File: src/rtl/serial_word_loader.sv
// rtl/serial_word_loader.sv - framed LSB-first serial-to-parallel loader with one-cycle load pulse (optional parity: SERIAL_WORD_LOADER_PARITY_EN)
module serial_word_loader #(
  parameter int N = 8
) (
  input  logic         clk,
  input  logic         reset,
  input  logic         sin,
  input  logic         sin_valid,
  input  logic         sof,
  output logic [N-1:0] d,
  output logic         en,
  output logic         busy,
  output logic         frame_err
);

  localparam int CW = $clog2(N + 1);
  localparam logic [CW-1:0] LAST = CW'(N - 1);

`ifdef SERIAL_WORD_LOADER_PARITY_EN
  typedef enum logic [1:0] {
    IDLE   = 2'd0,
    SHIFT  = 2'd1,
    PARITY = 2'd2
  } state_t;
`else
  typedef enum logic [1:0] {
    IDLE  = 2'd0,
    SHIFT = 2'd1
  } state_t;
`endif

  state_t         state_q, state_d;
  logic [CW-1:0]  cnt_q, cnt_d;
  logic [N-1:0]   sh_q, sh_d;
  logic [N-1:0]   d_q, d_d;
  logic           en_q, en_d;
  logic           err_q, err_d;

  // Partial word with the current bit written at position cnt_q.
  logic [N-1:0]   sh_ins;
  // A fresh frame: the sof bit alone in position 0.
  logic [N-1:0]   sh_first;

  // Bit-insert helpers; the loop avoids indexing with the wider counter.
  always_comb begin
    sh_ins   = sh_q;
    sh_first = '0;
    sh_first[0] = sin;
    for (int i = 0; i < N; i++) begin
      if (cnt_q == CW'(i)) begin
        sh_ins[i] = sin;
      end
    end
  end

  // State, counter, shift register and all output registers.
  always_ff @(posedge clk or posedge reset) begin
    if (reset) begin
      state_q <= IDLE;
      cnt_q   <= '0;
      sh_q    <= '0;
      d_q     <= '0;
      en_q    <= 1'b0;
      err_q   <= 1'b0;
    end else begin
      state_q <= state_d;
      cnt_q   <= cnt_d;
      sh_q    <= sh_d;
      d_q     <= d_d;
      en_q    <= en_d;
      err_q   <= err_d;
    end
  end

  // Next-state and next-output logic; idle cycles (sin_valid low) hold everything.
  always_comb begin
    state_d = state_q;
    cnt_d   = cnt_q;
    sh_d    = sh_q;
    d_d     = d_q;
    en_d    = 1'b0;
    err_d   = 1'b0;

    if (sin_valid) begin
      case (state_q)
        IDLE: begin
          // Stray data bits outside a frame are dropped without complaint.
          if (sof) begin
            sh_d    = sh_first;
            cnt_d   = CW'(1);
            state_d = SHIFT;
          end
        end

        SHIFT: begin
          if (sof) begin
            // Abort-restart: the partial word is lost, the sof bit starts over.
            err_d   = 1'b1;
            sh_d    = sh_first;
            cnt_d   = CW'(1);
          end else if (cnt_q == LAST) begin
            sh_d = sh_ins;
`ifdef SERIAL_WORD_LOADER_PARITY_EN
            cnt_d   = CW'(N);
            state_d = PARITY;
`else
            d_d     = sh_ins;
            en_d    = 1'b1;
            cnt_d   = '0;
            state_d = IDLE;
`endif
          end else begin
            sh_d  = sh_ins;
            cnt_d = cnt_q + CW'(1);
          end
        end

`ifdef SERIAL_WORD_LOADER_PARITY_EN
        PARITY: begin
          if (sof) begin
            err_d   = 1'b1;
            sh_d    = sh_first;
            cnt_d   = CW'(1);
            state_d = SHIFT;
          end else begin
            // Even parity over data bits plus the parity bit.
            if ((^{sh_q, sin}) == 1'b0) begin
              d_d  = sh_q;
              en_d = 1'b1;
            end else begin
              err_d = 1'b1;
            end
            cnt_d   = '0;
            state_d = IDLE;
          end
        end
`endif

        default: begin
          cnt_d   = '0;
          state_d = IDLE;
        end
      endcase
    end
  end

  assign d         = d_q;
  assign en        = en_q;
  assign frame_err = err_q;
  assign busy      = (state_q != IDLE);

endmodule

File: config.mk
export PLATFORM = sky130hd
export DESIGN_NAME = serial_word_loader
export DESIGN_NICKNAME = d
export VERILOG_FILES = /design/src/rtl/serial_word_loader.sv
export SDC_FILE = /design/constraint.sdc
export NUM_CORES = 1
export LEC_CHECK = 0
export BUFFER_PORTS_ARGS = -buffer_cell sky130_fd_sc_hd__clkbuf_2
export CORE_AREA = 3 3 51 53
export DETAILED_ROUTE_END_ITERATION = 10
export DIE_AREA = 0 0 54 56
export PLACE_DENSITY = 0.82
export SKIP_CTS_REPAIR_TIMING = 1
export SLEW_MARGIN = 20
export SYNTH_ARGS = -nofsm -noshare
export SYNTH_HDL_FRONTEND = slang
export SYNTH_SLANG_ARGS = --single-unit
File: constraint.sdc
create_clock -name clk -period 1.75 [get_ports clk]
set_input_delay 0 -clock clk [delete_from_list [all_inputs] [get_ports clk]]
set_output_delay 0 -clock clk [all_outputs]
set_load 0.01 [all_outputs]
==> impl_metrics.yaml <==
status:
  status: "complete, no violations"
grt:
  grt_pass1_vias: 896
  grt_overflow: 0
  grt_start_max_net_pins: 23
  grt_use_total_pct: 18.3
  antenna_found_initial: 0
  grt_pass1_wl_um: 4190
detailed_routing:
  wl_per_cell_um: 17.5
  first_pass_iters: 4
  ant_nets: 0
  wl_um: 2490
  vias_per_cell: 6.11
  vias: 868
  first_iter_violations: 24
  drc: 0
die:
  initial_core_util_pct: 53.5
  coreArea_um2: 2190
  die_h_um: 56
  dieArea_um2: 3020
  io_pins: 16
  rows: 17
  die_w_um: 54
pwr:
  p_clk_share_pct: 20.8
  comb_power_share_pct: 28.3
  pwr_density_cell_nw_per_um2: 1010
  p_int_uw: 906
  ir_drop_mv: 0.770
  seq_power_share_pct: 50.9
  switchingPower_uw: 418
  switching_share_pct: 31.6
  leakagePower_nw: 0.634
timing:
  period_share_pct: 95.8
  tns_ns: 0
  max_freq_mhz: 596
  setup_viol: 0
  rsz0062_at_grt: "no"
  slew_headroom_pct: 45.3
  final_max_slew_viol_count: 0
  timing.final.ws_setup_ns: 0.0730
  worst_pin_slew_ns: 0.820
  hold_violations: 0
  period_needed_ns: 1.68
  finalClockSkew_ns: 0.00404
yosys:
  yosysTopAreaCell: "dfrtp_1"
  synth_cells: 97
  synth.ff_latch_count: 22
  ys.flop_type: "dfrtp_1"
  synth_cell_type_count: 33
  syn-cell-area_um2: 1170
  ys_top_cells_by_count: "dfrtp_1 (22), mux2_4 (8), o21ai_0 (8)"
  syn_nets: 106
  ys_async_sr_fraction_pct: 100
  synth_most_common_cell: "dfrtp_1"
  synth_warnings: 0
  synthTopCellsByArea: "dfrtp_1 (47%), mux2_4 (10%), a22o_1 (4.5%), ha_1 (4.3%), mux2_2 (3.8%)"
  synth_top_cell_area_share_pct: 47.0
  syn_avg_cell_area_um2: 12.1
  yosysSeqAreaShare_pct: 47.0
  synth_edf_count: 0
setup_path:
  crit-reg2reg-launch: "cnt_q[0]$_DFFE_PP0P_"
  r2r-end: "sh_q[0]$_DFFE_PP0P_"
  arrival_ns: 1.87
  r2r_slack_ns: 0.07
  cp-start-kind: "flip-flop"
  crit_end: "sh_q[0]$_DFFE_PP0P_"
  startpoint: "cnt_q[0]$_DFFE_PP0P_"
  reg2reg_depth: 5
  crit_type: "flip-flop to flip-flop"
  path_max_fanout: 6
  endpoint_kind: "flip-flop"
  required_ns: 1.95
clock_tree:
  cts-root-buf: "clkbuf_4"
  clock_sinks: 22
  path_clk_slew_ns: 0.11
  cts_max_level: 1
  cts_tree: "yes"
  clk_latency_ns: 0.30
  clock_path_buffers: 2
  cts_made_buffers: 3
placed_design:
  placed_area_um2: 1260
  dpl.hpwl_um: 1750
  placedCellCount: 137
  portBuffers: 15
  post-place-ws_ns: 0.0480
  gp_congestion: 0.786
finish:
  final_cell_count_no_fill: 142
  area_growth_pct: 12.2
  final_util_pct: 60.0
  diodes: 0
  layout-drive-gt1-share_pct: 35.1
  fin_nets: 124
  design_area_um2: 1320
worst_hold_path:
  hold_class: "input pin to flip-flop"
  min_from: "sin"
run:
  cap_violations: 0
-- worst min path at each step --
stage	end	slack, ns	cells after the start
2_1_floorplan	cnt_q[0]$_DFFE_PP0P_	-0.01	1
3_3_place_gp	d[1]$_DFFE_PP0P_	0.16	2
3_5_place_dp	d[1]$_DFFE_PP0P_	0.18	2
4_1_cts	d[1]$_DFFE_PP0P_	-0.17	2
5_1_grt	d[7]$_DFFE_PP0P_	0.01	2
6_report	d[7]$_DFFE_PP0P_	0.03	2
-- placed cells by master, fill, tap and decap left out, types with 2 or more instances in the layout --
cell and instances:
mux2_4 8, nor4bb_1 2, mux2_2 4, and4b_1 2, clkbuf_4 3, a21oi_1 3, a22o_1 6, nand3_1 2
clkbuf_2 15, inv_1 4, nor2_1 2, buf_4 3, o21ai_0 8, nand2_1 3, ha_1 4, dfrtp_1 21
nor2b_1 2, a21boi_0 4
-- per-stage QoR --
stage / hold WS [ns] / power, mW
floorplan: -0.0108 / 0.924
global placement: 0.161 / 1.01
detailed placement: 0.183 / 1.05
CTS: -0.165 / 1.33
global route: 0.0135 / 1.41
finish: 0.0261 / 1.32
-- state kept, by name (all words and copies together) (netlist names) --
signal,cells
d,8
state_q,1
sh_q,7
cnt_q,4
en,1
frame_err,1
-- critical path, cell delays in order (launching register included) --
cell	delay [ns]
dfrtp_2	0.43
inv_1	0.09
ha_1	0.25
and4bb_2	0.24
o21ai_0	0.19
mux2_2	0.37
-- cells by family (layout without fill, tap and decap cells) --
logic type	after synthesis	in the layout	synth area share (%)
AOI/OAI and AO/OA	26	26	15.6
adders and majority gates	4	4	4.27
buffers and inverters	10	27	5.02
DFF	22	22	47.0
muxes	12	12	14.1
and+or+nand+nor	23	23	14.1
-- power groups by stage --
stage	clock network, mW	logic [mW]	registers (mW)
4_1_cts	0.286	0.371	0.669
6_report	0.275	0.375	0.674
2_1_floorplan	0	0.268	0.656
3_5_place_dp	0	0.368	0.679
5_1_grt	0.313	0.411	0.686
3_3_place_gp	0	0.347	0.667
-- final cells by class --
type	count	area [um^2]
fill	179	876
multi-input combinational	65	569
sequential	22	552
timing repair buffer	19	108
clock buffer	4	36.3
tap	28	35.0
inverter	4	15.0
-- metal layers --
| layer | track usage, % | vias to the layer above | share of wire, % |
|---|---|---|---|
| li1 | - | 394 | - |
| met2 | 27.3 | 37 | 48 |
| met1 | 25.5 | 431 | 44 |
| met4 | 3.56 | 0 | 1.7 |
| met5 | 0 | - | 0 |
| met3 | 6.17 | 6 | 6.2 |
(Power assumes the default switching activity.)
